<file path="src/rtl/am2940_dma_sequencer.sv">
// Sequencer that programs an am2940 DMA address generator for one block
// transfer per request, then gates its counter carries with memory word-ready.
module am2940_dma_sequencer #(
  parameter int WIDTH = 8,
  parameter int CNT_W = 8
) (
  input  logic             clk,
  input  logic             rst_n,
  input  logic             req,
  input  logic [1:0]       mode,
  input  logic             dir,
  input  logic [WIDTH-1:0] start_addr,
  input  logic [WIDTH-1:0] word_count,
  input  logic             abort,
  input  logic             mem_ready,
  input  logic             dma_done,
  output logic [2:0]       instr,
  output logic [WIDTH-1:0] dma_data,
  output logic             acineg,
  output logic             wcineg,
  output logic             busy,
  output logic             xfer_done,
  output logic             aborted,
  output logic [CNT_W-1:0] words_xfer
);

  typedef enum logic [2:0] {
    S_IDLE, S_WR_CTRL, S_LD_ADDR, S_LD_WC, S_RUN, S_FINISH
  } state_t;

  localparam logic [2:0] I_WR_CTRL = 3'b000;
  localparam logic [2:0] I_RD_CTRL = 3'b001;
  localparam logic [2:0] I_LD_ADDR = 3'b101;
  localparam logic [2:0] I_LD_WC   = 3'b110;
  localparam logic [2:0] I_ENABLE  = 3'b111;

  state_t           r_state;
  state_t           w_next;
  logic [1:0]       r_mode;
  logic             r_dir;
  logic [WIDTH-1:0] r_start_addr;
  logic [WIDTH-1:0] r_word_count;
  logic [CNT_W-1:0] r_words;
  logic             r_aborted;
  logic             w_abort_ev;
  logic             w_accept;
  logic             w_count;

  assign w_accept   = (r_state == S_IDLE) && req;
  assign w_abort_ev = abort && (r_state inside {S_WR_CTRL, S_LD_ADDR, S_LD_WC, S_RUN});
  // Abort wins over a word arriving in the same cycle, so that word is dropped.
  assign w_count    = (r_state == S_RUN) && mem_ready && !abort;

  // NOTE: sequential state uses non-blocking assignments so every register
  // samples pre-edge values; blocking here would create order-dependent races.
  always_ff @(posedge clk or negedge rst_n) begin
    if (!rst_n) r_state <= S_IDLE;
    else        r_state <= w_next;
  end

  // NOTE: w_next gets a default before the case so no path leaves it
  // unassigned, which would otherwise infer a latch.
  always_comb begin
    w_next = r_state;
    case (r_state)
      S_IDLE:    if (req) w_next = S_WR_CTRL;
      S_WR_CTRL: w_next = abort ? S_IDLE : S_LD_ADDR;
      S_LD_ADDR: w_next = abort ? S_IDLE : S_LD_WC;
      S_LD_WC:   w_next = abort ? S_IDLE : S_RUN;
      S_RUN: begin
        if (abort)                      w_next = S_IDLE;
        else if (mem_ready && dma_done) w_next = S_FINISH;
      end
      S_FINISH:  w_next = S_IDLE;
      default:   w_next = S_IDLE;
    endcase
  end

  always_comb begin
    instr     = I_RD_CTRL;
    dma_data  = '0;
    acineg    = 1'b1;
    wcineg    = 1'b1;
    busy      = (r_state != S_IDLE);
    xfer_done = 1'b0;
    case (r_state)
      S_WR_CTRL: begin
        instr         = I_WR_CTRL;
        dma_data[2:0] = {r_dir, r_mode};
      end
      S_LD_ADDR: begin
        instr    = I_LD_ADDR;
        dma_data = r_start_addr;
      end
      S_LD_WC: begin
        instr    = I_LD_WC;
        dma_data = r_word_count;
      end
      S_RUN: begin
        instr  = I_ENABLE;
        acineg = ~mem_ready;
        wcineg = ~mem_ready;
      end
      S_FINISH:  xfer_done = 1'b1;
      default: ;
    endcase
  end

  always_ff @(posedge clk or negedge rst_n) begin
    if (!rst_n) begin
      r_mode       <= '0;
      r_dir        <= 1'b0;
      r_start_addr <= '0;
      r_word_count <= '0;
      r_words      <= '0;
      r_aborted    <= 1'b0;
    end else begin
      r_aborted <= w_abort_ev;
      if (w_accept) begin
        r_mode       <= mode;
        r_dir        <= dir;
        r_start_addr <= start_addr;
        r_word_count <= word_count;
        r_words      <= '0;
      end else if (w_count) begin
        r_words <= r_words + CNT_W'(1);
      end
    end
  end

  assign aborted    = r_aborted;
  assign words_xfer = r_words;

endmodule

</file>
<file path="config.mk">
export PLATFORM = sky130hd
export DESIGN_NAME = am2940_dma_sequencer
export DESIGN_NICKNAME = d
export VERILOG_FILES = /design/src/rtl/am2940_dma_sequencer.sv
export SDC_FILE = /design/constraint.sdc
export NUM_CORES = 1
export LEC_CHECK = 0
export ABC_AREA = 1
export BUFFER_PORTS_ARGS = -buffer_cell sky130_fd_sc_hd__buf_2
export CAP_MARGIN = 25
export CORE_MARGIN = 5
export CORE_UTILIZATION = 40
export CTS_CLUSTER_DIAMETER = 100
export DETAILED_ROUTE_END_ITERATION = 8
export PLACE_DENSITY_LB_ADDON = 0.15
export REMOVE_ABC_BUFFERS = 1
export SKIP_LAST_GASP = 1
export SYNTH_ARGS = -nofsm -noshare
export SYNTH_HDL_FRONTEND = slang
export SYNTH_SLANG_ARGS = --single-unit
export TNS_END_PERCENT = 1
</file>
<file path="constraint.sdc">
create_clock -name clk -period 1.3 [get_ports clk]
set_input_delay 0.26 -clock clk [delete_from_list [all_inputs] [get_ports clk]]
set_output_delay 0.26 -clock clk [all_outputs]
set_load 0.005 [all_outputs]
</file>
After elaboration in Yosys (flattened, before gate mapping)
Index checks and enable logic that the tools add are counted.
Storage, ports and cells
  register bits: 31
Operators by class
  add/sub/neg operators: 1
  equal/unequal tests: 7
  multiplexer cells: 14
  bitwise gates (word level): 1
  reduce and logical (&&, ||, !) cells: 11
Operator list (count)
  two-way mux 8 bit: 2
  one-hot mux 3 bit (5 select lines): 1
  two-way mux 3 bit: 4
  one-hot mux 3 bit (4 select lines): 1
  one-hot mux 5 bit (2 select lines): 1
  one-hot mux 3 bit (3 select lines): 1
  adder 8 x 1 -> 8 bit (second input constant): 1
  equality test 3 x 2 -> 1 bit (second input constant): 2
  equality test 3 bit (second input constant): 2
  logical AND 1 bit: 5
  two-way mux 2 bit: 2
  nonzero test 4 bit: 1
  equality test 3 x 1 -> 1 bit (second input constant): 1
  logical NOT 3 bit: 1
  inequality test 3 x 2 -> 1 bit (second input constant): 1
  nonzero test 3 bit: 1
  two-way mux 1 bit: 2
  inequality test 2 bit (second input constant): 1
  AND reduction 2 bit: 1
  nonzero test 2 bit: 1
  logical NOT 1 bit: 1
  inverter 1 bit: 1

Depth between registers and ports, before layout
Gate-level depths: netlist of run 1.
  depth in word-level cells: 5
  gate-level depth with buffers: 7

Worst setup path after synthesis of run 1
OpenSTA, ideal clock, no wires.
  kind: flip-flop to output port
  start point: reg r_state[2]
  end point: out dma_data[0]
  data arrival time: 1.038 ns
  path slack: 0.002 ns
  stages on the path, launching flop included: 7
  path buffers: 1
  cell sequence: dfrtp_1 > buf_4 > inv_2 > nand2_1 > nor2_1 > nand2_1 > nand3_1
Between the ends
  word-level cells in the longest chain between the ends: 2
  elaborated cells between the ends (all ways): 4
Ends and longest elaborated chain
  start: declaration: line 37  | state_t r_state;
  start signal: assignment: line 58  | else r_state <= w_next;
  equality test 3 x 2 -> 1 bit or equality test 3 x 1 -> 1 bit (tied branches): line 86  | case (r_state)
  one-hot mux 3 bit (3 select lines) (*): line 86
  end: declaration: line 18  | output logic [WIDTH-1:0] dma_data,
Every way passes the cells marked *; elsewhere a longest branch is shown, timed or not.

Final worst setup path of run 1
  start point: reg r_state[1]
  end point: out dma_data[2]
Same word-level chain as after synthesis.

==> qor.txt, run 1 <==
Filler cells = 395
Hold crit path type = in2reg
Core area = 0.00403 mm2
Area contributors post-synth = dfrtp_1 46%, nand2_1 11%, o21ai_2 7.3%
Die X-Extent = 74.8 um
Critical Path Start = r_state[1]$_DFFE_PN0P_
CTS Buffer Depth = 2
Worst R2R End = words_xfer[5]$_DFFE_PN0P_
R2R setup slack = -60 ps
DRC Markers = 0
Final Cycle Share = 127%
Worst Setup Slack post-DPL = -159 ps
Arrival time at the worst endpoint = 1390 ps
Layout Area Growth over Synthesis = 33.6%
Sink Count = 31
Synth cell types = 23
TritonRoute pass-1 iters = 4
FP Rows = 23
Flop pwr share = 36.8%
Reg2Reg Depth = 7
Placed cell areas = 0.00209 mm2
FF+latch count, synth = 31
NetSw = 1.54 mW
Overall power = 4.16 mW
Switching Share = 37.0%
DP HPWL = 2750 um
P per Cell Area = 1860 mW/mm2
Number of routed nets with antenna violations = 0
Share of cells above drive strength 1 = 42.0%
Leak Pwr = 1.23 nW
Minimum clock period = 1650 ps
Synth async-reset ratio = 100%
Failing checks = setup timing
Initial antenna violation count = 0
Fin Clk Skew = 8.28 ps
Top-area cell type share of the netlist area = 46.2%
Number of DRC markers in iteration 0 = 106
Clk slew on worst S/H paths = 70 ps
Register area = 778 um2
Startpoint Class = flip-flop
Fin area = 0.00224 mm2
Max_slew headroom = 76.3%
Commonest cells post-synth = 50 x nand2_1, 31 x dfrtp_1, 27 x inv_1, 14 x o21ai_2, 13 x nor2_1
FMAX = 607 MHz
Worst setup margin = -348 ps
Vias per cell = 4.68
Max VDD drop = 0.789 mV
Crit end category = output port
DR vias = 1,461
Critical path fanouts, max = 4
Max-slew violation count = 0
Die ar. = 0.00559 mm2
Setup total negative slack = -5060 ps
Fin nets = 287
First-pass GRT wire length = 6230 um
Total CTS buffers = 5
Cells after Synth = 192
Reg-to-Reg Start = r_state[0]$_DFFE_PN0P_
Clk Latency, worst-skew pair = 280 ps
Critical path class = reg2out
Largest net degree at the start of global routing = 24
Total of max-cap violations = 0
Crit path to = dma_data[2]
Slowest-stage cell, CP = dfrtp_2
Worst Tran Pin Value = 356 ps
Top_reg_cell synth = dfrtp_1
Register area share after synthesis = 46.2%
Area leader, netlist = dfrtp_1
Most common cell in the synthesized netlist = nand2_1
Yosys Warn Count = 0
H-tree Lvls = 2
EDFF count, synth = 0
Comb power frac = 45.6%
GR Overflow Total = 0
Status = finished, violations left
GPL Wtd Cong = 0.767
Initial Util = 41.6%
Mapped Area = 0.00168 mm2
Unrepaired setup endpoints after global routing = true
Clock share of power = 17.6%
Die H = 74.8 um
IO Pins = 49
Multi-input logic area = 736 um2
Crit path largest cell delay = 420 ps
Final setup vio count = 42
Vias in the first global route = 1,436
DR WL/cell = 11.8 um
CTS tree = built
Clock root buffer master = clkbuf_8
GRT Util Overall = 14.6%
Final hold violations = 0
Final wirelength = 3680 um
Syn Area/Cell = 8.74 um2
Crit path required time = 1040 ps
Internal = 2.62 mW
Worst path cell trace = inv_2 -> nor3_4 -> buf_6 -> nand2_1 -> nand3_2 -> buf_2
# diodes = 0
IO Port Bufs = 48
[power groups by stage]
stage / Clock [mW] / Sequential [mW] / Combinational [mW]
6_report: 0.730 / 1.53 / 1.90
5_1_grt: 0.787 / 1.56 / 2.12
2_1_floorplan: 0 / 1.53 / 0.962
4_1_cts: 0.751 / 1.52 / 1.88
3_5_place_dp: 0 / 1.55 / 1.75
3_3_place_gp: 0 / 1.54 / 1.75
[worst min-delay path by stage]
stage	from	to	slack [ps]	depth (start not counted)
finish	word_count[7]	r_word_count[7]$_DFFE_PN0P_	220	3
global route	start_addr[5]	r_start_addr[5]$_DFFE_PN0P_	210	3
CTS	word_count[7]	r_word_count[7]$_DFFE_PN0P_	210	3
detailed placement	rst_n	r_word_count[3]$_DFFE_PN0P_	190	1
global placement	rst_n	r_word_count[3]$_DFFE_PN0P_	190	1
floorplan	rst_n	aborted$_DFF_PN0_	-40	0
[cell families (layout without fill, tap and decap cells)]
logic type	count (synthesis)	after routing	synth area share, %
flip-flops	31	31	46.2
buffers and inverters	36	106	11.0
adder cells (fa/ha/maj)	1	1	0.746
AND/OR/NAND/NOR	85	85	25.1
XOR/XNOR	1	1	0.522
AO/OA/AOI/OAI	38	38	16.5
[layer usage]
| layer | wire length [um] | GRT usage, % |
|---|---|---|
| met5 | 0 | 0 |
| met3 | 280 | 5.07 |
| met2 | 1670 | 23.7 |
| met1 | 1700 | 18.5 |
| met4 | 36 | 4.35 |
[cell type report]
class	count	area share, %
tap	50	2.79
multi-input combinational	125	32.8
inverter	28	4.69
sequential	31	34.7
timing repair buffer	70	21.3
clock buffer	7	3.41
clock inverter	1	0.223
[state kept, by name, summed over array words and instances, names as in the netlist]
register,flops
aborted,1
r_dir,1
r_mode,2
r_start_addr,8
r_state,3
r_word_count,8
words_xfer,8
[critical path: cells and delay by family (launching register included)]
kind / cells / cell delay, ps
AND/OR/NAND/NOR: 3 / 380
buffers and inverters: 3 / 320
flip-flops: 1 / 420
[cell usage in the layout (no fill, tap or decap)]
cell           instances
nand2_1               48
buf_2                 48
dfrtp_1               29
inv_1                 26
o21ai_2               14
buf_4                 14
nor2_1                12
nand3_1                9
o21ai_0                8
a21oi_2                6
nand4_1                5
clkbuf_8               5
buf_12                 5
o21ai_1                3
inv_2                  2
nand2_2                2
nor2_8                 2
nor2_2                 2
nand3_2                2
nand3_4                2
a21oi_1                2
o21bai_1               2
o21a_1                 2
clkbuf_1               2
buf_6                  2
dfrtp_2                2
nor3_4                 1
xor2_1                 1
o22ai_1                1
ha_1                   1
clkinv_2               1
dlygate4sd3_1          1
[timing repair]
item / 4_1_cts / 5_1_grt
hold buffers: 1 / 0
endpoints found under the hold margin: 13 / 0
endpoints found under the setup margin: 43 / 43
buffers inserted: 3 / 0
pin swaps: 1 / 1
resized for setup: 4 / 8
[per-stage QoR]
| stage | util, % | instances | hold WS (ps) |
|---|---|---|---|
| global route | 55.6 | 312 | 208 |
| floorplan | - | 184 | -35.6 |
| detailed placement | 51.8 | 300 | 195 |
| global placement | 51.8 | 300 | 191 |
| finish | 55.6 | 312 | 217 |
| CTS | 55.1 | 312 | 208 |
(Power assumes the default switching activity.)
==> run 2: changes to the inputs <==
--- a/config.mk
+++ b/config.mk
@@ -10,6 +10,7 @@
 export CAP_MARGIN = 25
 export CORE_MARGIN = 5
 export CORE_UTILIZATION = 40
+export CTS_BUF_LIST = sky130_fd_sc_hd__clkbuf_4 sky130_fd_sc_hd__clkbuf_8 sky130_fd_sc_hd__clkbuf_16
 export CTS_CLUSTER_DIAMETER = 100
 export DETAILED_ROUTE_END_ITERATION = 8
 export PLACE_DENSITY_LB_ADDON = 0.15
==> run 2 against run 1 <==
The flow still finishes with violations (setup timing). First-iteration DRC count decreased by 21%. Fmax about the same. Clock power increased by 5.9%. Non-clock buffer count unchanged. Critical endpoint unchanged. Highest routed layer unchanged.
==> qor.txt, run 2 (synthesis results as in run 1) <==
Max VDD drop = 0.788 mV (about the same)
Leak Pwr = 1.23 nW (+0.56%)
DR WL/cell = 11.8 um (-0.22%)
Clk Latency, worst-skew pair = 280 ps (about the same)
Minimum clock period = 1650 ps (+1.11 ps)
GPL Wtd Cong = 0.767 (unchanged)
Worst setup margin = -349 ps (-1.11 ps)
Vias per cell = 4.68 (unchanged)
GRT Util Overall = 14.6% (unchanged)
Die X-Extent = 74.8 um (unchanged)
IO Port Bufs = 48 (unchanged)
Crit end category = output port
Flop pwr share = 36.4% (-0.4 points)
Final wirelength = 3670 um (-0.22%)
Failing checks = setup timing
Internal = 2.66 mW (+1.6%)
P per Cell Area = 1870 mW/mm2 (+0.64%)
Number of DRC markers in iteration 0 = 84 (-21%)
Filler cells = 395 (unchanged)
NetSw = 1.54 mW (about the same)
Hold crit path type = in2reg
Vias in the first global route = 1,435 (-0.070%)
# diodes = 0 (unchanged)
Die ar. = 0.00559 mm2 (unchanged)
First-pass GRT wire length = 6240 um (+0.11%)
TritonRoute pass-1 iters = 4 (unchanged)
FMAX = 606 MHz (about the same)
Fin area = 0.00225 mm2 (+0.34%)
DRC Markers = 0 (unchanged)
Initial Util = 41.6% (unchanged)
Initial antenna violation count = 0 (unchanged)
Hold slack = 216 ps (-0.410 ps)
Share of cells above drive strength 1 = 42.7% (+0.76 points)
Clock share of power = 18.4% (+0.8 points)
Switching Share = 36.6% (-0.38 points)
DP HPWL = 2750 um (unchanged)
CTS tree = built
Commonest non-fill, non-tap cells in the layout = 48 x nand2_1, 48 x buf_2, 29 x dfrtp_1
CTS Buffer Depth = 2 (unchanged)
Layout Area Growth over Synthesis = 34.0%
Critical path fanouts, max = 4 (unchanged)
Startpoint Class = flip-flop
Final core occ = 55.8% (+0.19 points)
Die H = 74.8 um (unchanged)
Max_slew headroom = 76.5% (+0.20 points)
H-tree Lvls = 2 (unchanged)
Worst Tran Pin Value = 353 ps (-2.98 ps)
Clock root buffer master = clkbuf_8
Crit path required time = 1040 ps (about the same)
Hold depth = 3 (unchanged)
GR Overflow Total = 0 (unchanged)
Total of max-cap violations = 0 (unchanged)
Number of routed nets with antenna violations = 0 (unchanged)
Fin Clk Skew = 8.27 ps (-0.0119 ps)
Max-slew violation count = 0 (unchanged)
Placed cell areas = 0.00209 mm2 (unchanged)
Arrival time at the worst endpoint = 1390 ps (about the same)
Final Cycle Share = 127% (about the same)
Sink Count = 31 (unchanged)
DR vias = 1,461 (unchanged)
IO Pins = 49 (unchanged)
Total CTS buffers = 5 (unchanged)
Comb power frac = 45.2% (-0.4 points)
Largest net degree at the start of global routing = 24 (unchanged)
Critical path class = reg2out
Core area = 0.00403 mm2 (unchanged)
Unrepaired setup endpoints after global routing = true
Status = finished, violations left
FP Rows = 23 (unchanged)
Final hold violations = 0 (unchanged)
Final setup vio count = 43 (+2.4%)
Reg2Reg Depth = 7 (unchanged)
Fin nets = 287 (unchanged)
Clk slew on worst S/H paths = 70 ps (about the same)
[run 2: path summary, 6_finish.rpt]
kind / slack [ps] / startpoint / end
worst min-delay path: 220 / word_count[7] / r_word_count[7]$_DFFE_PN0P_
min in group asynchronous: 410 / rst_n / r_word_count[3]$_DFFE_PN0P_
worst min register to register: 490 / r_start_addr[5]$_DFFE_PN0P_ / r_start_addr[5]$_DFFE_PN0P_
worst max-delay path: -350 / r_state[1]$_DFFE_PN0P_ / dma_data[2]
worst max register to register: -60 / r_state[0]$_DFFE_PN0P_ / words_xfer[1]$_DFFE_PN0P_
max in group asynchronous: 460 / rst_n / r_state[1]$_DFFE_PN0P_
[run 2: layer usage]
metal | part of all wire, % | vias up | global-route usage, %
met3 | 7.3 | 4 | 5.07
li1 | - | 748 | -
met1 | 47 | 667 | 18.5
met2 | 45 | 42 | 23.8
met4 | 1.1 | 0 | 4.35
met5 | 0 | - | 0
[run 2: area by class of cell]
class	instances	area (um2)	area share (%)
clock buffers	7	83.8	3.73
clock inverters	1	5.00	0.223
inverters	28	105	4.67
multi-input cells	125	736	32.7
flip-flops and latches	31	778	34.6
well taps	50	62.6	2.78
repair buffers	70	478	21.3
[run 2: worst max-delay path, cell delays in order (launching register included)]
cell and delay (ps):
dfrtp_2 420, inv_2 70, nor3_4 250, buf_6 140
nand2_1 60, nand3_2 70, buf_2 110
[run 2: timing repair]
item | in CTS | in global routing
buffers inserted | 3 | 0
hold endpoints to repair | 13 | 0
gates resized for setup | 4 | 8
pin swaps | 1 | 1
hold buffers | 1 | 0
endpoints found under the setup margin | 43 | 43
[run 2: power by group through the flow]
stage	Combinational [mW]	Clock, mW	Sequential (mW)
after floorplan	0.962	0	1.53
after CTS	1.88	0.793	1.52
final	1.90	0.773	1.53
after global placement	1.75	0	1.54
after detailed placement	1.75	0	1.55
after global routing	2.12	0.828	1.56
[run 2: stage by stage]
step                      power (mW)  setup WS, ps  instances  TNS [ps]
final                           4.20          -349        312     -5120
after floorplan                 2.49          -327        184     -5190
after detailed placement        3.30          -159        300     -3720
after global routing            4.51          -434        312     -8310
after CTS                       4.19          -367        312     -5570
after global placement          3.29          -144        300     -2690
